==> config.mk <==
export PLATFORM = sky130hd
export DESIGN_NAME = round_robin_dispatch_flat
export DESIGN_NICKNAME = d
export VERILOG_FILES = /design/src/rtl/round_robin_dispatch_if.sv /design/src/rtl/round_robin_dispatch.sv /design/src/flat_wrapper.sv
export SDC_FILE = /design/constraint.sdc
export NUM_CORES = 1
export LEC_CHECK = 0
export CORE_ASPECT_RATIO = 1.1
export CORE_MARGIN = 2
export CORE_UTILIZATION = 46
export CTS_BUF_LIST = sky130_fd_sc_hd__clkbuf_4 sky130_fd_sc_hd__clkbuf_8
export CTS_CLUSTER_DIAMETER = 150
export CTS_CLUSTER_SIZE = 25
export DETAILED_ROUTE_END_ITERATION = 16
export PLACE_DENSITY = 0.88
export RECOVER_POWER = 25
export SETUP_SLACK_MARGIN = 0.15
export SLEW_MARGIN = 20
export SYNTH_ARGS = -nofsm -noshare
export SYNTH_HDL_FRONTEND = slang
export SYNTH_SLANG_ARGS = --single-unit
==> constraint.sdc <==
create_clock -name i_clk -period 3.2 [get_ports i_clk]
set_input_delay 0.48 -clock i_clk [delete_from_list [all_inputs] [get_ports i_clk]]
set_output_delay 0.48 -clock i_clk [all_outputs]
set_load 0.05 [all_outputs]
==> src/rtl/round_robin_dispatch_if.sv <==
// ---------------------------------------------------------------------------
// round_robin_dispatch_if
//
// Bundles the input stream and the per-port output bus of the
// round-robin dispatcher. There is one interface for both sides.
//
//   i_valid / o_ready / i_data      producer-side valid/ready stream
//   i_port_en     [PORTS_N]         per-port enable; disabled ports are skipped
//   o_port_valid  [PORTS_N]         one-hot (or zero) valid to each consumer
//   i_port_ready  [PORTS_N]         per-consumer ready
//   o_port_data   [DATA_W]          payload, shared by every consumer
//   o_port_sel    [PORTS_W]         binary index of the port being driven
//
// Modports:
//   slave  - the dispatcher itself
//   master - the environment: the producer plus the bank of consumers
// ---------------------------------------------------------------------------
interface round_robin_dispatch_if #(
    parameter int PORTS_N = 3,
    parameter int DATA_W  = 32
);
    localparam int PORTS_W = $clog2(PORTS_N);

    logic                i_valid;
    logic                o_ready;
    logic [DATA_W-1:0]   i_data;
    logic [PORTS_N-1:0]  i_port_en;
    logic [PORTS_N-1:0]  o_port_valid;
    logic [PORTS_N-1:0]  i_port_ready;
    logic [DATA_W-1:0]   o_port_data;
    logic [PORTS_W-1:0]  o_port_sel;

    modport slave (
        input  i_valid,
        input  i_data,
        input  i_port_en,
        input  i_port_ready,
        output o_ready,
        output o_port_valid,
        output o_port_data,
        output o_port_sel
    );

    modport master (
        output i_valid,
        output i_data,
        output i_port_en,
        output i_port_ready,
        input  o_ready,
        input  o_port_valid,
        input  o_port_data,
        input  o_port_sel
    );
endinterface

==> src/rtl/round_robin_dispatch.sv <==
// ---------------------------------------------------------------------------
// round_robin_dispatch
//
// Takes a single valid/ready stream and distributes its beats to PORTS_N
// consumers in strict rotating order. Ports whose enable is low are skipped.
// The output is a one-entry registered stage. A new beat can replace the
// held beat in the same cycle that the held beat is taken, so the block can
// sustain one beat per cycle.
//
// Ports:
//   i_clk      clock
//   i_reset_n  asynchronous active-low reset; a held beat is discarded
//   bus        round_robin_dispatch_if.slave (stream in, port bank out)
//
// The outputs o_port_valid, o_port_data and o_port_sel come straight from
// flops. o_ready depends combinationally on i_port_ready and i_port_en only.
// ---------------------------------------------------------------------------
module round_robin_dispatch #(
    parameter int PORTS_N = 3,
    parameter int DATA_W  = 32
) (
    input  logic                         i_clk,
    input  logic                         i_reset_n,
    round_robin_dispatch_if.slave        bus
);
    localparam int PORTS_W = $clog2(PORTS_N);

    // Returns a mask of all port indices whose binary code has bit b set.
    // The one-hot to binary encoder below uses it.
    function automatic logic [PORTS_N-1:0] bit_mask(input int b);
        logic [PORTS_N-1:0] m;
        m = '0;
        for (int i = 0; i < PORTS_N; i++) begin
            m[i] = ((i >> b) & 1) != 0;
        end
        return m;
    endfunction

    // Held beat. valid_reg is the one-hot target while the stage is full,
    // and zero while it is empty, so "full" is simply |valid_reg.
    logic [PORTS_N-1:0] valid_reg;
    logic [DATA_W-1:0]  data_reg;
    logic [PORTS_W-1:0] sel_idx_reg;
    logic [PORTS_N-1:0] ptr_reg;       // one-hot next-candidate port

    logic [PORTS_N-1:0] ge_ptr;        // ports at or above the pointer
    logic [PORTS_N-1:0] en_hi;
    logic [PORTS_N-1:0] pick_src;
    logic [PORTS_N-1:0] pick;          // one-hot chosen port
    logic [PORTS_W-1:0] pick_idx;
    logic [PORTS_N-1:0] ptr_next;

    logic full;
    logic any_en;
    logic out_fire;
    logic in_fire;

    // -----------------------------------------------------------------------
    // Rotating priority search.
    // ge_ptr is a thermometer mask that covers the pointer and every port
    // above it. If an enabled port exists in that upper region, the lowest
    // one is chosen. Otherwise the search wraps, and the lowest enabled port
    // overall is chosen. Isolating the lowest set bit with x & -x avoids any
    // variable indexing.
    // -----------------------------------------------------------------------
    for (genvar gi = 0; gi < PORTS_N; gi++) begin : g_ge_ptr
        assign ge_ptr[gi] = |ptr_reg[gi:0];
    end

    assign en_hi    = bus.i_port_en & ge_ptr;
    assign pick_src = (|en_hi) ? en_hi : bus.i_port_en;
    assign pick     = pick_src & (~pick_src + PORTS_N'(1));

    // The next candidate is the port after the chosen one, with wrap.
    assign ptr_next = {pick[PORTS_N-2:0], pick[PORTS_N-1]};

    // One-hot to binary encoding of the chosen port.
    for (genvar gi = 0; gi < PORTS_W; gi++) begin : g_enc
        localparam logic [PORTS_N-1:0] MASK = bit_mask(gi);
        assign pick_idx[gi] = |(pick & MASK);
    end

    // -----------------------------------------------------------------------
    // Handshakes
    // -----------------------------------------------------------------------
    assign full     = |valid_reg;
    assign any_en   = |bus.i_port_en;
    // Only the targeted port's ready can complete a transfer.
    assign out_fire = |(valid_reg & bus.i_port_ready);
    // With every port disabled there is nowhere to send a beat, so the
    // input is stalled and the pointer is left untouched.
    assign bus.o_ready = (~full | out_fire) & any_en;
    assign in_fire  = bus.i_valid & bus.o_ready;

    // -----------------------------------------------------------------------
    // Output stage. i_port_en is consulted only when a beat is accepted.
    // Dropping the enable of a port that already holds a beat therefore
    // leaves that beat in place until the port takes it.
    // -----------------------------------------------------------------------
    always_ff @(posedge i_clk or negedge i_reset_n) begin
        if (!i_reset_n) begin
            valid_reg   <= '0;
            data_reg    <= '0;
            sel_idx_reg <= '0;
            ptr_reg     <= PORTS_N'(1);
        end else begin
            if (in_fire) begin
                valid_reg   <= pick;
                data_reg    <= bus.i_data;
                sel_idx_reg <= pick_idx;
                ptr_reg     <= ptr_next;
            end else if (out_fire) begin
                // Data and select keep their last values once the stage empties.
                valid_reg <= '0;
            end
        end
    end

    assign bus.o_port_valid = valid_reg;
    assign bus.o_port_data  = data_reg;
    assign bus.o_port_sel   = sel_idx_reg;

endmodule
==> src/flat_wrapper.sv <==
// flat-port wrapper written by rule: the top's interface ports become plain ports
module round_robin_dispatch_flat 
#(
    parameter int PORTS_N = 3,
    parameter int DATA_W  = 32
)
  (i_clk, i_reset_n, bus_i_valid, bus_i_data, bus_i_port_en, bus_i_port_ready, bus_o_ready, bus_o_port_valid, bus_o_port_data, bus_o_port_sel);
  round_robin_dispatch_if #(.PORTS_N(PORTS_N), .DATA_W(DATA_W)) bus_i ();
  input  logic i_clk;
  input  logic i_reset_n;
  input wire logic [$bits(bus_i.i_valid)-1:0] bus_i_valid;
  input wire logic [$bits(bus_i.i_data)-1:0] bus_i_data;
  input wire logic [$bits(bus_i.i_port_en)-1:0] bus_i_port_en;
  input wire logic [$bits(bus_i.i_port_ready)-1:0] bus_i_port_ready;
  output wire logic [$bits(bus_i.o_ready)-1:0] bus_o_ready;
  output wire logic [$bits(bus_i.o_port_valid)-1:0] bus_o_port_valid;
  output wire logic [$bits(bus_i.o_port_data)-1:0] bus_o_port_data;
  output wire logic [$bits(bus_i.o_port_sel)-1:0] bus_o_port_sel;
  assign bus_i.i_valid = bus_i_valid;
  assign bus_i.i_data = bus_i_data;
  assign bus_i.i_port_en = bus_i_port_en;
  assign bus_i.i_port_ready = bus_i_port_ready;
  assign bus_o_ready = bus_i.o_ready;
  assign bus_o_port_valid = bus_i.o_port_valid;
  assign bus_o_port_data = bus_i.o_port_data;
  assign bus_o_port_sel = bus_i.o_port_sel;
  round_robin_dispatch #(.PORTS_N(PORTS_N), .DATA_W(DATA_W)) u_core (.i_clk(i_clk), .i_reset_n(i_reset_n), .bus(bus_i));
endmodule
; ---- Word level (Yosys, flattened, before mapping)
; Cells that the tools add are included.
[op_classes]
n_addsub = 1
n_mul = 0
div_mod_pow = 0
magnitude_cmp = 0
eq_ne = 0
n_shift = 0
n_mux = 3
bitwise_logic = 8
reduce_logical = 7
[op_table]
columns = operator, count
row1 = OR reduction 3 bit, 5
row2 = AND 3 bit, 3
row3 = two-way mux 3 bit, 3
row4 = "adder 3 x 1 -> 3 bit, second input constant", 1
row5 = NOT 3 bit, 1
row6 = AND 1 bit, 2
row7 = nonzero test 2 bit, 1
row8 = OR reduction 2 bit, 1
row9 = NOT 1 bit, 1
row10 = OR 1 bit, 1
[totals]
register_bits = 40
latchBits = 0
mem_bits_rw = 0
rom_bits = 0
inputBits = 41
output_inout_bits = 38
memories = 0

; ---- Longest topological paths before layout
; Gate-level depths: netlist of the first run.
[depth]
word_depth = 8
depth_mapped = 6
mapped_depth_nobuf = 4

; ---- Worst setup path after synthesis of the first run
; Ideal clock, no wire load.
[synth_timing]
kind = reg-to-output
startpoint = register u_core.valid_reg[1], in the netlist u_core.bus.o_port_valid[1]
endpoint = output bus_o_ready
arrival_ns = 1.691
slack_ns = 1.029
stages_incl_launch_ff = 3
path_buffers = 0
path_cell_list = dfrtp_1 -> o311a_1 -> nor2_1
[synth_via]
elab_chain_cells = 4
word_cells_on_any_way = 6
classes_between = bitwise (4) / reduce/logical (2)
[synth_rtl]
columns = element, line
row1 = "start, declared", round_robin_dispatch.sv:41  ; logic [PORTS_N-1:0] valid_reg;
row2 = "start signal, assigned", round_robin_dispatch.sv:108  ; valid_reg <= pick;
row3 = AND 3 bit or OR reduction 3 bit (tied branches), "round_robin_dispatch.sv:89, round_robin_dispatch.sv:86"
row4 = OR reduction 3 bit or NOT 1 bit (tied branches), "round_robin_dispatch.sv:89, round_robin_dispatch.sv:92"
row5 = OR 1 bit *, round_robin_dispatch.sv:92  ; assign bus.o_ready = (~full | out_fire) & any_en;
row6 = AND 1 bit *, round_robin_dispatch.sv:92
row7 = "end, declared", flat_wrapper.sv:15  ; output wire logic [$bits(bus_i.o_ready)-1:0] bus_o_ready;
; Every way passes the cells marked *; elsewhere a longest branch is shown, timed or not.

; ---- Worst setup path in the final report of the first run
[layout_timing]
startpoint = input bus_i_port_ready[1]
endpoint = output bus_o_ready
[layout_via]
elab_chain_cells = 4
[layout_rtl]
columns = element, line
row1 = "start, declared", flat_wrapper.sv:14  ; input wire logic [$bits(bus_i.i_port_ready)-1:0] bus_i_port_ready;
row2 = AND 3 bit, round_robin_dispatch.sv:89  ; assign out_fire = |(valid_reg & bus.i_port_ready);
row3 = OR reduction 3 bit, round_robin_dispatch.sv:89
row4 = OR 1 bit, round_robin_dispatch.sv:92
row5 = AND 1 bit, round_robin_dispatch.sv:92
; Every way passes these cells.

==> impl_metrics.prom, run 1 <==
# TYPE chip_impl_metric gauge
chip_impl_info{name="clock-root-buffer",value="sky130_fd_sc_hd__clkbuf_8"} 1
chip_impl_info{name="leading_cell_types_by_count_after_synthesis",value="38 x sky130_fd_sc_hd__dfrtp_1, 26 x sky130_fd_sc_hd__mux2_4, 6 x sky130_fd_sc_hd__inv_1, 6 x sky130_fd_sc_hd__mux2_2, 5 x sky130_fd_sc_hd__nand2_1"} 1
chip_impl_metric{name="num_antenna_cells",unit=""} 0
chip_impl_metric{name="floorplan.die.width",unit="um"} 62.52
chip_impl_metric{name="track_usage",unit="%"} 20.99
chip_impl_metric{name="die_area",unit="sq mm"} 0.004275
chip_impl_metric{name="clkLatencyLatePin",unit="ps"} 290
chip_impl_metric{name="placement.setup.worst_slack",unit="ps"} 457.4
chip_impl_metric{name="largest_register_ffs",unit=""} 32
chip_impl_metric{name="final_critical_path_setup_slack",unit="ps"} 450.4
chip_impl_metric{name="required",unit="ps"} 2720
chip_impl_metric{name="total_negative_slack",unit="ps"} 0
chip_impl_metric{name="skew",unit="ps"} 5.694
chip_impl_info{name="rsz0062_at_grt",value="no"} 1
chip_impl_metric{name="fin_worst_hold_slack",unit="ps"} 513.7
chip_impl_metric{name="synth-edff-count",unit=""} 0
chip_impl_metric{name="drt-total-wl",unit="mm"} 4.336
chip_impl_metric{name="number_of_non_filler_instances_in_the_completed_layout",unit=""} 244
chip_impl_metric{name="power_frac_clock",unit="%"} 10.1
chip_impl_metric{name="clock.fmax",unit="GHz"} 0.3637
chip_impl_info{name="hp-class",value="register to register"} 1
chip_impl_metric{name="final_max_slew_viol_count",unit=""} 40
chip_impl_metric{name="async_reset_ff_share",unit="%"} 100.0
chip_impl_metric{name="ys.warnings.count",unit=""} 0
chip_impl_metric{name="wire_per_inst",unit="um"} 17.77
chip_impl_metric{name="finalSetupViolCount",unit=""} 0
chip_impl_metric{name="htreeDepth",unit=""} 2
chip_impl_metric{name="post-place-cells",unit=""} 236
chip_impl_info{name="synth-main-ff-cell",value="sky130_fd_sc_hd__dfrtp_1"} 1
chip_impl_metric{name="critical_path.max_fanout",unit=""} 3
chip_impl_metric{name="post-route-min-period",unit="ps"} 2750
chip_impl_metric{name="routabilityCongestion",unit=""} 0.6989
chip_impl_info{name="synth.top_cells.by_area",value="sky130_fd_sc_hd__dfrtp_1 55%, sky130_fd_sc_hd__mux2_4 23%, sky130_fd_sc_hd__mux2_2 3.9%"} 1
chip_impl_metric{name="drv.max_cap_violation_count",unit=""} 1
chip_impl_metric{name="syn2layout_area_growth",unit="%"} 50.11
chip_impl_metric{name="synth_fp_nets",unit=""} 152
chip_impl_metric{name="place.port_buffers",unit=""} 78
chip_impl_metric{name="post_synth_num_cell_types",unit=""} 26
chip_impl_metric{name="peakVddDrop",unit="mV"} 0.8391
chip_impl_metric{name="sinks_on_clock_net",unit=""} 39
chip_impl_metric{name="post_cts.repair.setup_buffers",unit=""} 0
chip_impl_metric{name="initial_antenna_violation_count",unit=""} 0
chip_impl_metric{name="grt_pass1_wl",unit="mm"} 6.651
chip_impl_metric{name="worst-endpoint-arrival",unit="ps"} 2270
chip_impl_metric{name="placementRows",unit=""} 23
chip_impl_metric{name="ys_seq_area_share",unit="%"} 56.39
chip_impl_metric{name="worst_slew_pin_slew",unit="ps"} 2010
chip_impl_metric{name="synth.avg_cell_area",unit="sq um"} 15.61
chip_impl_metric{name="tritoncts.num_buffers",unit=""} 5
chip_impl_metric{name="clkTransAtPathRegs",unit="ps"} 70
chip_impl_info{name="outcome",value="finished, violations left"} 1
chip_impl_metric{name="initial_utilization",unit="%"} 47.79
chip_impl_info{name="violations",value="capacitance limit, slew limit"} 1
chip_impl_metric{name="core-area",unit="sq mm"} 0.003626
chip_impl_metric{name="hold_violations",unit=""} 0
chip_impl_info{name="clock_tree_from_tritoncts",value="done"} 1
chip_impl_metric{name="detail_route.iter0.violations",unit=""} 32
chip_impl_metric{name="synth.cell_area",unit="sq mm"} 0.001733
chip_impl_metric{name="timing.slew.headroom",unit="%"} -33.97
chip_impl_metric{name="route.detailed.vias_per_inst",unit=""} 5.037
chip_impl_metric{name="die_h",unit="um"} 68.38
chip_impl_metric{name="route.detailed.drc",unit=""} 0
chip_impl_metric{name="ys_seq_elements",unit=""} 39
chip_impl_metric{name="cts_resized",unit=""} 0
chip_impl_metric{name="drtAntennaViolNets",unit=""} 0
chip_impl_metric{name="netlist_instances",unit=""} 111
chip_impl_metric{name="grt-ovfl-total",unit=""} 0
chip_impl_metric{name="pwr_density_cell",unit="mW/mm^2"} 1273
chip_impl_metric{name="power.share.combinational",unit="%"} 62.4
chip_impl_info{name="synth_top_area_cell",value="sky130_fd_sc_hd__dfrtp_1"} 1
chip_impl_metric{name="post_cts_hold_buffer_count",unit=""} 0
chip_impl_metric{name="p_switching",unit="mW"} 1.563
chip_impl_info{name="setup.worst_path.start_class",value="input port"} 1
chip_impl_metric{name="synth_top_area_share",unit="%"} 54.87
chip_impl_metric{name="power.internal",unit="mW"} 1.748
chip_impl_metric{name="firstDrtPassIters",unit=""} 4
chip_impl_metric{name="seq_power_share",unit="%"} 27.5
chip_impl_metric{name="via_count_of_the_first_global_routing_pass",unit=""} 1307
chip_impl_metric{name="cts-root-to-sink-buffers",unit=""} 2
chip_impl_metric{name="drive_gt1_share",unit="%"} 24.23
chip_impl_metric{name="grt_max_degree",unit=""} 40
chip_impl_metric{name="total_leakage_power",unit="nW"} 1.136
chip_impl_info{name="setup.worst_path.class",value="input port to primary output"} 1
chip_impl_metric{name="total_placed_instance_area",unit="sq mm"} 0.002514
chip_impl_metric{name="switching_share",unit="%"} 47.21
chip_impl_metric{name="hpwl_after_detailed_placement",unit="mm"} 3.199
chip_impl_metric{name="io_pins",unit=""} 79
chip_impl_info{name="timing.critical_path.to_type",value="primary output"} 1
chip_impl_metric{name="final_non_filler_cell_area",unit="sq mm"} 0.002601
chip_impl_metric{name="finish.net_count",unit=""} 234
chip_impl_metric{name="fin_crit_sh",unit="%"} 85.92
chip_impl_info{name="dominant_cell_by_count_in_the_synthesized_netlist",value="sky130_fd_sc_hd__dfrtp_1"} 1
chip_impl_metric{name="detailroute.via_count",unit=""} 1229
==> final timing paths <==
| check | from | endpoint | slack (ps) | depth (start not counted) |
|---|---|---|---|---|
| max in group asynchronous | i_reset_n | u_core.bus.o_port_data[17] | 1300 | 1 |
| min | u_core.bus.o_port_data[4] | u_core.bus.o_port_data[4] | 510 | 1 |
| min in group asynchronous | i_reset_n | u_core.bus.o_port_data[19] | 750 | 1 |
| max reg2reg | u_core.bus.o_port_valid[1] | u_core.bus.o_port_data[8] | 1310 | 4 |
| max | bus_i_port_ready[1] | bus_o_ready | 450 | 5 |
| min reg2reg | u_core.bus.o_port_data[4] | u_core.bus.o_port_data[4] | 510 | 1 |
==> per-layer routing <==
metal	vias up	wire (um)	global-route usage, %
li1	554	-	-
met1	603	1666	22.70
met2	63	2249	36.96
met3	9	284	7.401
met4	0	136	11.11
met5	-	0	0
==> power groups by stage <==
| stage | clock network (mW) | logic (mW) | registers [mW] |
|---|---|---|---|
| after global placement | 0 | 2.03 | 0.887 |
| after CTS | 0.343 | 2.08 | 0.909 |
| after detailed placement | 0 | 2.07 | 0.912 |
| after floorplan | 0 | 0.668 | 1.69 |
| final | 0.335 | 2.07 | 0.911 |
| after global routing | 0.368 | 2.14 | 0.938 |
==> kinds of logic after synthesis <==
family          share of synthesized area, %
compound gates                         6.787
mux                                    26.43
buf+inv                                5.849
flops                                  56.39
simple gates                           4.548
==> cells in the final DEF (no fill, tap or decap) <==
cell type / count
sky130_fd_sc_hd__buf_4: 2
sky130_fd_sc_hd__nor2_1: 3
sky130_fd_sc_hd__o2111ai_1: 1
sky130_fd_sc_hd__nand4b_1: 1
sky130_fd_sc_hd__o21ai_0: 3
sky130_fd_sc_hd__dfrtp_1: 38
sky130_fd_sc_hd__a31oi_1: 1
sky130_fd_sc_hd__o2111a_1: 1
sky130_fd_sc_hd__nand2b_1: 2
sky130_fd_sc_hd__mux2_2: 6
sky130_fd_sc_hd__a31o_2: 1
sky130_fd_sc_hd__clkdlybuf4s50_1: 77
sky130_fd_sc_hd__a41o_2: 1
sky130_fd_sc_hd__and4b_1: 1
sky130_fd_sc_hd__nand2_1: 5
sky130_fd_sc_hd__o311ai_0: 1
sky130_fd_sc_hd__a22oi_2: 1
sky130_fd_sc_hd__o311a_1: 1
sky130_fd_sc_hd__clkbuf_1: 1
sky130_fd_sc_hd__dfstp_2: 1
sky130_fd_sc_hd__mux2_4: 26
sky130_fd_sc_hd__a21oi_1: 2
sky130_fd_sc_hd__clkbuf_8: 5
sky130_fd_sc_hd__clkbuf_4: 2
sky130_fd_sc_hd__nor3b_4: 1
sky130_fd_sc_hd__clkinv_2: 1
sky130_fd_sc_hd__o21bai_1: 2
sky130_fd_sc_hd__inv_1: 6
sky130_fd_sc_hd__nor3_1: 1
==> cell type report <==
type	instances	area (sq um)
clock inverter	1	5.005
clock buffer	7	83.83
sequential	39	977.2
fill	267	1025
tap	50	62.56
inverter	6	22.52
timing repair buffer	80	789.5
multi-input combinational	61	660.6
==> worst max-delay path, cell delays in order <==
cell and delay (ps):
sky130_fd_sc_hd__clkdlybuf4s50_1 470, sky130_fd_sc_hd__a22oi_2 260, sky130_fd_sc_hd__o311a_1 280, sky130_fd_sc_hd__nor2_1 60, sky130_fd_sc_hd__clkdlybuf4s50_1 720
==> stage by stage <==
| step | util (%) | power (mW) |
|---|---|---|
| 6_report | 71.74 | 3.312 |
| 5_1_grt | 71.74 | 3.445 |
| 4_1_cts | 71.77 | 3.331 |
| 3_5_place_dp | 69.32 | 2.983 |
| 3_3_place_gp | 69.32 | 2.921 |
| 2_1_floorplan | - | 2.363 |
No activity file was read; power rests on OpenSTA's default activity.
==> run 2, diff against run 1 <==
--- a/config.mk
+++ b/config.mk
@@ -14,6 +14,7 @@
 export DETAILED_ROUTE_END_ITERATION = 16
 export PLACE_DENSITY = 0.88
 export RECOVER_POWER = 25
+export REMOVE_ABC_BUFFERS = 1
 export SETUP_SLACK_MARGIN = 0.15
 export SLEW_MARGIN = 20
 export SYNTH_ARGS = -nofsm -noshare
==> run 2 against run 1 <==
Effect of this change: the run still ends with capacitance limit, slew limit left; first-iteration DRC count increased by 140%; clock skew decreased by 0.53 ps; routed wire length decreased by 5.1%; sequential share of layout area decreased by 0.11 points; flip-flop and latch count unchanged; count of clock-buffer cells in the layout increased by 1; power increased by 0.30%; critical path depth unchanged; utilization increased by 0.21 points; critical endpoint unchanged; highest routed layer unchanged.
==> impl_metrics.prom, run 2 (synthesized netlist as in run 1, its figures left out) <==
# TYPE chip_impl_metric gauge
chip_impl_metric{name="finalSetupViolCount",unit=""} 0
chip_impl_info{name="timing.critical_path.cells",value="clkdlybuf4s50_1, a22oi_2, o311a_1, nor2_1, clkdlybuf4s50_1"} 1
chip_impl_metric{name="htreeDepth",unit=""} 2
chip_impl_metric{name="hold_violations",unit=""} 0
chip_impl_metric{name="wl_met2",unit="mm"} 2.305
chip_impl_metric{name="switching_share",unit="%"} 46.44
chip_impl_metric{name="final_non_filler_cell_area",unit="sq mm"} 0.002609
chip_impl_metric{name="clkTransAtPathRegs",unit="ps"} 70
chip_impl_metric{name="num_antenna_cells",unit=""} 0
chip_impl_metric{name="worst_slew_pin_slew",unit="ps"} 2013
chip_impl_metric{name="p_switching",unit="mW"} 1.543
chip_impl_info{name="end_point_of_the_critical_path",value="bus_o_ready"} 1
chip_impl_metric{name="drtAntennaViolNets",unit=""} 0
chip_impl_metric{name="die_area",unit="sq mm"} 0.004275
chip_impl_metric{name="tritoncts.num_buffers",unit=""} 5
chip_impl_metric{name="r2r_setup_slack",unit="ps"} 1100
chip_impl_info{name="clock_tree_from_tritoncts",value="done"} 1
chip_impl_metric{name="critical_path.max_stage_delay",unit="ps"} 710
chip_impl_metric{name="floorplan.die.width",unit="um"} 62.52
chip_impl_metric{name="die_h",unit="um"} 68.38
chip_impl_metric{name="total_placed_instance_area",unit="sq mm"} 0.002506
chip_impl_metric{name="core-area",unit="sq mm"} 0.003626
chip_impl_metric{name="drive_gt1_share",unit="%"} 23.83
chip_impl_metric{name="clkLatencyLatePin",unit="ps"} 280
chip_impl_metric{name="power.share.combinational",unit="%"} 61.8
chip_impl_info{name="timing.critical_path.to_type",value="primary output"} 1
chip_impl_metric{name="finish.net_count",unit=""} 233
chip_impl_metric{name="firstDrtPassIters",unit=""} 5
chip_impl_metric{name="initial_antenna_violation_count",unit=""} 0
chip_impl_metric{name="total_leakage_power",unit="nW"} 1.137
chip_impl_info{name="critPathMostFrequentCell",value="sky130_fd_sc_hd__clkdlybuf4s50_1"} 1
chip_impl_metric{name="cts_resized",unit=""} 0
chip_impl_info{name="setup.worst_path.class",value="input port to primary output"} 1
chip_impl_metric{name="detail_route.iter0.violations",unit=""} 77
chip_impl_metric{name="worst-endpoint-arrival",unit="ps"} 2240
chip_impl_info{name="crit-reg2reg-launch",value="u_core.bus.o_port_valid[1]"} 1
chip_impl_info{name="outcome",value="finished, violations left"} 1
chip_impl_metric{name="routed-wl-met3",unit="um"} 194
chip_impl_metric{name="grt-ovfl-total",unit=""} 0
chip_impl_metric{name="required",unit="ps"} 2720
chip_impl_metric{name="placementRows",unit=""} 23
chip_impl_metric{name="final_max_slew_viol_count",unit=""} 40
chip_impl_metric{name="fin_worst_hold_slack",unit="ps"} 509.4
chip_impl_metric{name="r2r_cells",unit=""} 4
chip_impl_metric{name="drt-total-wl",unit="mm"} 4.116
chip_impl_metric{name="power.internal",unit="mW"} 1.779
chip_impl_metric{name="skew",unit="ps"} 5.163
chip_impl_info{name="most_used_cells_in_the_layout_excluding_fill_and_tap_cells",value="77 x sky130_fd_sc_hd__clkdlybuf4s50_1, 38 x sky130_fd_sc_hd__dfrtp_1, 26 x sky130_fd_sc_hd__mux2_4"} 1
chip_impl_metric{name="final_critical_path_setup_slack",unit="ps"} 481.3
chip_impl_metric{name="largest_register_ffs",unit=""} 32
chip_impl_metric{name="report.power.total",unit="mW"} 3.322
chip_impl_metric{name="post_cts.repair.setup_buffers",unit=""} 0
chip_impl_metric{name="route.detailed.drc",unit=""} 0
chip_impl_metric{name="route.detailed.vias_per_inst",unit=""} 5.021
chip_impl_metric{name="post-route-min-period",unit="ps"} 2719
chip_impl_metric{name="placement.setup.worst_slack",unit="ps"} 495.0
chip_impl_metric{name="via_count_of_the_first_global_routing_pass",unit=""} 1276
chip_impl_metric{name="io_pins",unit=""} 79
chip_impl_metric{name="sinks_on_clock_net",unit=""} 39
chip_impl_info{name="timing.critical_path.slowest_stage_cell",value="sky130_fd_sc_hd__clkdlybuf4s50_1"} 1
chip_impl_metric{name="initial_utilization",unit="%"} 47.79
chip_impl_metric{name="wire_per_inst",unit="um"} 16.94
chip_impl_metric{name="syn2layout_area_growth",unit="%"} 50.54
chip_impl_info{name="violations",value="capacitance limit, slew limit"} 1
chip_impl_info{name="clock-root-buffer",value="sky130_fd_sc_hd__clkbuf_8"} 1
chip_impl_metric{name="cts-root-to-sink-buffers",unit=""} 2
chip_impl_info{name="rsz0062_at_grt",value="no"} 1
chip_impl_info{name="crit_path_start",value="bus_i_port_ready[1]"} 1
chip_impl_info{name="setup.worst_path.start_class",value="input port"} 1
chip_impl_metric{name="post_cts_hold_buffer_count",unit=""} 0
chip_impl_metric{name="power_frac_clock",unit="%"} 10.8
chip_impl_metric{name="timing.slew.headroom",unit="%"} -34.22
chip_impl_metric{name="detailroute.via_count",unit=""} 1220
chip_impl_info{name="regToRegEndpoint",value="u_core.bus.o_port_data[10]"} 1
chip_impl_metric{name="grt_pass1_wl",unit="mm"} 6.361
chip_impl_info{name="layout.cells.most_common",value="sky130_fd_sc_hd__clkdlybuf4s50_1"} 1
chip_impl_metric{name="routabilityCongestion",unit=""} 0.7714
chip_impl_metric{name="critical_path.max_fanout",unit=""} 3
chip_impl_metric{name="seq_power_share",unit="%"} 27.4
chip_impl_metric{name="track_usage",unit="%"} 19.73
chip_impl_metric{name="place.port_buffers",unit=""} 78
chip_impl_metric{name="detail_route.wirelength.met1",unit="mm"} 1.532
chip_impl_metric{name="pwr_density_cell",unit="mW/mm^2"} 1273
chip_impl_metric{name="grt_max_degree",unit=""} 40
chip_impl_info{name="hp-class",value="register to register"} 1
chip_impl_metric{name="drv.max_cap_violation_count",unit=""} 1
chip_impl_metric{name="clock.fmax",unit="GHz"} 0.3678
chip_impl_metric{name="hpwl_after_detailed_placement",unit="mm"} 3.101
chip_impl_info{name="maxUsedRoutingLayer",value="met4"} 1
chip_impl_metric{name="fin_crit_sh",unit="%"} 84.96
chip_impl_metric{name="peakVddDrop",unit="mV"} 0.6944
-- run 2: cell types whose count changed in the layout (fill, tap and decap cells not counted), sizes merged --
cell,change
clkbuf,+1
buf,-1
clkinv,-1
-- run 2: worst min-delay path by stage --
stage | start | endpoint | slack (ps) | cells past startpoint
final | u_core.bus.o_port_data[9] | u_core.bus.o_port_data[9] | 510 | 1
after global routing | u_core.bus.o_port_data[2] | u_core.bus.o_port_data[2] | 530 | 1
after CTS | i_reset_n | u_core.bus.o_port_data[4] | 330 | 1
after detailed placement | u_core.bus.o_port_data[1] | u_core.bus.o_port_data[1] | 490 | 1
after global placement | u_core.bus.o_port_data[7] | u_core.bus.o_port_data[7] | 490 | 1
after floorplan | i_reset_n | u_core.bus.o_port_data[0] | 180 | 0
-- run 2: final cells by class --
class | count | area [sq um]
fillers | 261 | 1017
flip-flops and latches | 39 | 977.2
inverters | 6 | 22.52
well taps | 50 | 62.56
repair buffers | 79 | 782.0
multi-input cells | 61 | 660.6
clock buffers | 8 | 103.9
-- run 2: per-stage QoR --
step	cells	setup TNS [ps]	util (%)
2_1_floorplan	106	-10250	-
3_3_place_gp	235	0	69.12
3_5_place_dp	235	0	69.12
4_1_cts	243	0	71.98
5_1_grt	243	0	71.95
6_report	243	0	71.95
-- run 2: power groups by stage --
stage | logic (mW) | registers (mW) | clock network (mW)
after floorplan | 0.585 | 1.71 | 0
after global placement | 2.02 | 0.888 | 0
after detailed placement | 2.07 | 0.912 | 0
after CTS | 2.07 | 0.909 | 0.372
after global routing | 2.13 | 0.941 | 0.390
final | 2.05 | 0.909 | 0.359
-- run 2: routing by layer --
| metal | vias up | GRT usage (%) |
|---|---|---|
| met4 | 0 | 10.83 |
| met1 | 608 | 22.34 |
| li1 | 553 | - |
| met2 | 52 | 36.42 |
| met3 | 7 | 3.125 |
| met5 | - | 0 |
-- run 2: worst max-delay path, delay by kind of cell --
| family | cells | cell delay [ps] |
|---|---|---|
| AND/OR/NAND/NOR | 1 | 50 |
| buffers and inverters | 2 | 1170 |
| AO/OA/AOI/OAI | 2 | 540 |
==> run 3, diff against run 2 <==
--- a/config.mk
+++ b/config.mk
@@ -7,12 +7,12 @@
 export LEC_CHECK = 0
 export CORE_ASPECT_RATIO = 1.1
 export CORE_MARGIN = 2
-export CORE_UTILIZATION = 46
+export CORE_UTILIZATION = 43
 export CTS_BUF_LIST = sky130_fd_sc_hd__clkbuf_4 sky130_fd_sc_hd__clkbuf_8
 export CTS_CLUSTER_DIAMETER = 150
 export CTS_CLUSTER_SIZE = 25
 export DETAILED_ROUTE_END_ITERATION = 16
-export PLACE_DENSITY = 0.88
+export PLACE_DENSITY = 0.83
 export RECOVER_POWER = 25
 export REMOVE_ABC_BUFFERS = 1
 export SETUP_SLACK_MARGIN = 0.15
==> constraint.sdc (replaced) <==
create_clock -name i_clk -period 2.59 [get_ports i_clk]
set_input_delay 0.3885 -clock i_clk [delete_from_list [all_inputs] [get_ports i_clk]]
set_output_delay 0.3885 -clock i_clk [all_outputs]
set_load 0.05 [all_outputs]
==> run 3 against run 2 <==
Effect of this change: the flow still finishes with violations (capacitance limit, slew limit); global-route usage rose by 0.35 points; non-clock buffer count rose by 1; count of clock-buffer cells in the layout did not move; critical path depth did not move; hold slack got worse by 2.3 ps; setup slack improved by 8.1 ps; via count rose by 0.82%; register-to-register slack got worse by 460 ps; flip-flop and latch count did not move; routed wire length rose by 3.5%; power rose by 26%; largest power group unchanged; highest routed layer unchanged.
==> impl_metrics.prom, run 3 (synthesized netlist as in run 1, its figures left out) <==
# TYPE chip_impl_metric gauge
chip_impl_info{name="outcome",value="finished, violations left"} 1
chip_impl_info{name="violations",value="capacitance limit, slew limit"} 1
chip_impl_metric{name="required",unit="ps"} 2200
chip_impl_metric{name="place.port_buffers",unit=""} 78
chip_impl_metric{name="n_fill_cell",unit=""} 278
chip_impl_metric{name="cts_resized",unit=""} 0
chip_impl_metric{name="htreeDepth",unit=""} 2
chip_impl_info{name="layout.cells.most_common",value="sky130_fd_sc_hd__clkdlybuf4s50_1"} 1
chip_impl_metric{name="drive_gt1_share",unit="%"} 24.74
chip_impl_metric{name="clkLatencyLatePin",unit="ps"} 290
chip_impl_metric{name="clock.fmax",unit="GHz"} 0.4761
chip_impl_metric{name="fin_crit_sh",unit="%"} 81.10
chip_impl_metric{name="hold_violations",unit=""} 0
chip_impl_metric{name="grt-ovfl-total",unit=""} 0
chip_impl_metric{name="wire_per_inst",unit="um"} 17.32
chip_impl_metric{name="tritoncts.num_buffers",unit=""} 5
chip_impl_info{name="setup.worst_path.class",value="input port to primary output"} 1
chip_impl_metric{name="pwr_density_cell",unit="mW/mm^2"} 1587
chip_impl_metric{name="initial_utilization",unit="%"} 44.39
chip_impl_metric{name="io_pins",unit=""} 79
chip_impl_metric{name="p_switching",unit="mW"} 1.944
chip_impl_metric{name="num_antenna_cells",unit=""} 0
chip_impl_metric{name="total_negative_slack",unit="ps"} 0
chip_impl_metric{name="switching_share",unit="%"} 46.61
chip_impl_metric{name="route.detailed.vias_per_inst",unit=""} 5.000
chip_impl_metric{name="via_count_of_the_first_global_routing_pass",unit=""} 1339
chip_impl_metric{name="worst_slew_pin_slew",unit="ps"} 2037
chip_impl_metric{name="worst-endpoint-arrival",unit="ps"} 1710
chip_impl_metric{name="timing.slew.headroom",unit="%"} -35.83
chip_impl_info{name="hp-class",value="register to register"} 1
chip_impl_metric{name="post_cts.repair.setup_buffers",unit=""} 0
chip_impl_metric{name="core-area",unit="sq mm"} 0.003904
chip_impl_metric{name="final_max_slew_viol_count",unit=""} 40
chip_impl_metric{name="drtAntennaViolNets",unit=""} 0
chip_impl_metric{name="clkTransAtPathRegs",unit="ps"} 70
chip_impl_metric{name="drt-total-wl",unit="mm"} 4.261
chip_impl_metric{name="post-route-min-period",unit="ps"} 2101
chip_impl_metric{name="syn2layout_area_growth",unit="%"} 51.70
chip_impl_metric{name="finish.net_count",unit=""} 234
chip_impl_metric{name="largest_register_ffs",unit=""} 32
chip_impl_metric{name="floorplan.die.width",unit="um"} 64.53
chip_impl_metric{name="track_usage",unit="%"} 20.07
chip_impl_metric{name="skew",unit="ps"} 4.464
chip_impl_metric{name="cts-root-to-sink-buffers",unit=""} 2
chip_impl_metric{name="post_cts_hold_buffer_count",unit=""} 0
chip_impl_metric{name="die_area",unit="sq mm"} 0.004555
chip_impl_metric{name="peakVddDrop",unit="mV"} 0.9512
chip_impl_info{name="clock_tree_from_tritoncts",value="done"} 1
chip_impl_metric{name="drv.max_cap_violation_count",unit=""} 1
chip_impl_metric{name="initial_antenna_violation_count",unit=""} 0
chip_impl_info{name="setup.worst_path.start_class",value="input port"} 1
chip_impl_info{name="timing.critical_path.to_type",value="primary output"} 1
chip_impl_metric{name="seq_power_share",unit="%"} 27.3
chip_impl_metric{name="critical_path.max_fanout",unit=""} 3
chip_impl_metric{name="route.detailed.drc",unit=""} 0
chip_impl_metric{name="power.internal",unit="mW"} 2.227
chip_impl_metric{name="grt_pass1_wl",unit="mm"} 6.851
chip_impl_metric{name="utilization",unit="%"} 67.34
chip_impl_metric{name="detailroute.via_count",unit=""} 1230
chip_impl_metric{name="grt_max_degree",unit=""} 40
chip_impl_metric{name="die_h",unit="um"} 70.58
chip_impl_metric{name="power.share.combinational",unit="%"} 61.6
chip_impl_info{name="clock-root-buffer",value="sky130_fd_sc_hd__clkbuf_8"} 1
chip_impl_metric{name="power_frac_clock",unit="%"} 11.1
chip_impl_metric{name="routabilityCongestion",unit=""} 0.8126
chip_impl_metric{name="detail_route.iter0.violations",unit=""} 75
chip_impl_metric{name="firstDrtPassIters",unit=""} 4
chip_impl_metric{name="sinks_on_clock_net",unit=""} 39
chip_impl_metric{name="hpwl_after_detailed_placement",unit="mm"} 3.038
chip_impl_metric{name="total_leakage_power",unit="nW"} 1.148
chip_impl_info{name="rsz0062_at_grt",value="no"} 1
chip_impl_metric{name="placementRows",unit=""} 24
chip_impl_info{name="most_used_cells_in_the_layout_excluding_fill_and_tap_cells",value="76 x sky130_fd_sc_hd__clkdlybuf4s50_1, 38 x sky130_fd_sc_hd__dfrtp_1, 26 x sky130_fd_sc_hd__mux2_4"} 1
chip_impl_metric{name="finalSetupViolCount",unit=""} 0
run 3: cell types whose count changed in the layout (fill, tap and decap cells not counted):
cell	change
sky130_fd_sc_hd__clkdlybuf4s50_1	-1
sky130_fd_sc_hd__buf_12	+1
sky130_fd_sc_hd__buf_4	+1
run 3: layout make-up:
cell class                      count  area, sq um  share of cell area [%]
Tap cell                           52        65.06                   2.475
Sequential cell                    39        977.2                   37.17
Clock buffer                        8        103.9                   3.951
Timing Repair Buffer               80        799.5                   30.41
Multi-Input combinational cell     61        660.6                   25.13
Inverter                            6        22.52                  0.8567
run 3: worst max-delay path, cell delays in order:
cell and delay [ps]:
sky130_fd_sc_hd__clkdlybuf4s50_1 480, sky130_fd_sc_hd__a22oi_2 280, sky130_fd_sc_hd__o311a_1 280, sky130_fd_sc_hd__nor2_1 100, sky130_fd_sc_hd__buf_12 180
run 3: per-stage QoR:
step / hold slack (ps) / setup WS (ps) / instance area (sq um) / cells / power (mW)
floorplan: 92.91 / -997.3 / 1654 / 106 / 2.839
global placement: 493.4 / 391.3 / 2526 / 238 / 3.645
global route: 534.6 / 326.3 / 2629 / 246 / 4.333
CTS: 223.3 / 488.6 / 2630 / 246 / 4.197
detailed placement: 496.3 / 325.5 / 2526 / 238 / 3.706
finish: 507.1 / 489.5 / 2629 / 246 / 4.171
run 3: routing by layer:
metal  vias to the layer above  global-route usage (%)  share of wire (%)
li1                        553                       -                  -
met1                       620                   24.95                 41
met2                        52                   31.94                 50
met3                         5                   8.585                8.2
met4                         0                   6.383               0.96
met5                         -                       0                  0
run 3: path summary, 6_finish.rpt:
path | from | endpoint | slack, ps | cells after the start
worst min register to register | u_core.bus.o_port_data[12] | u_core.bus.o_port_data[12] | 510 | 1
worst max register to register | u_core.bus.o_port_valid[1] | u_core.bus.o_port_data[9] | 640 | 4
max in group asynchronous | i_reset_n | u_core.bus.o_port_data[31] | 750 | 1
worst min-delay path | u_core.bus.o_port_data[12] | u_core.bus.o_port_data[12] | 510 | 1
worst max-delay path | bus_i_port_ready[1] | bus_o_ready | 490 | 5
min in group asynchronous | i_reset_n | u_core.bus.o_port_data[12] | 680 | 1
run 3: power by group through the flow:
| stage | registers (mW) | clock network (mW) | logic [mW] |
|---|---|---|---|
| after global routing | 1.17 | 0.497 | 2.66 |
| after CTS | 1.14 | 0.472 | 2.59 |
| after detailed placement | 1.13 | 0 | 2.57 |
| after floorplan | 2.12 | 0 | 0.723 |
| final | 1.14 | 0.462 | 2.57 |
| after global placement | 1.12 | 0 | 2.53 |
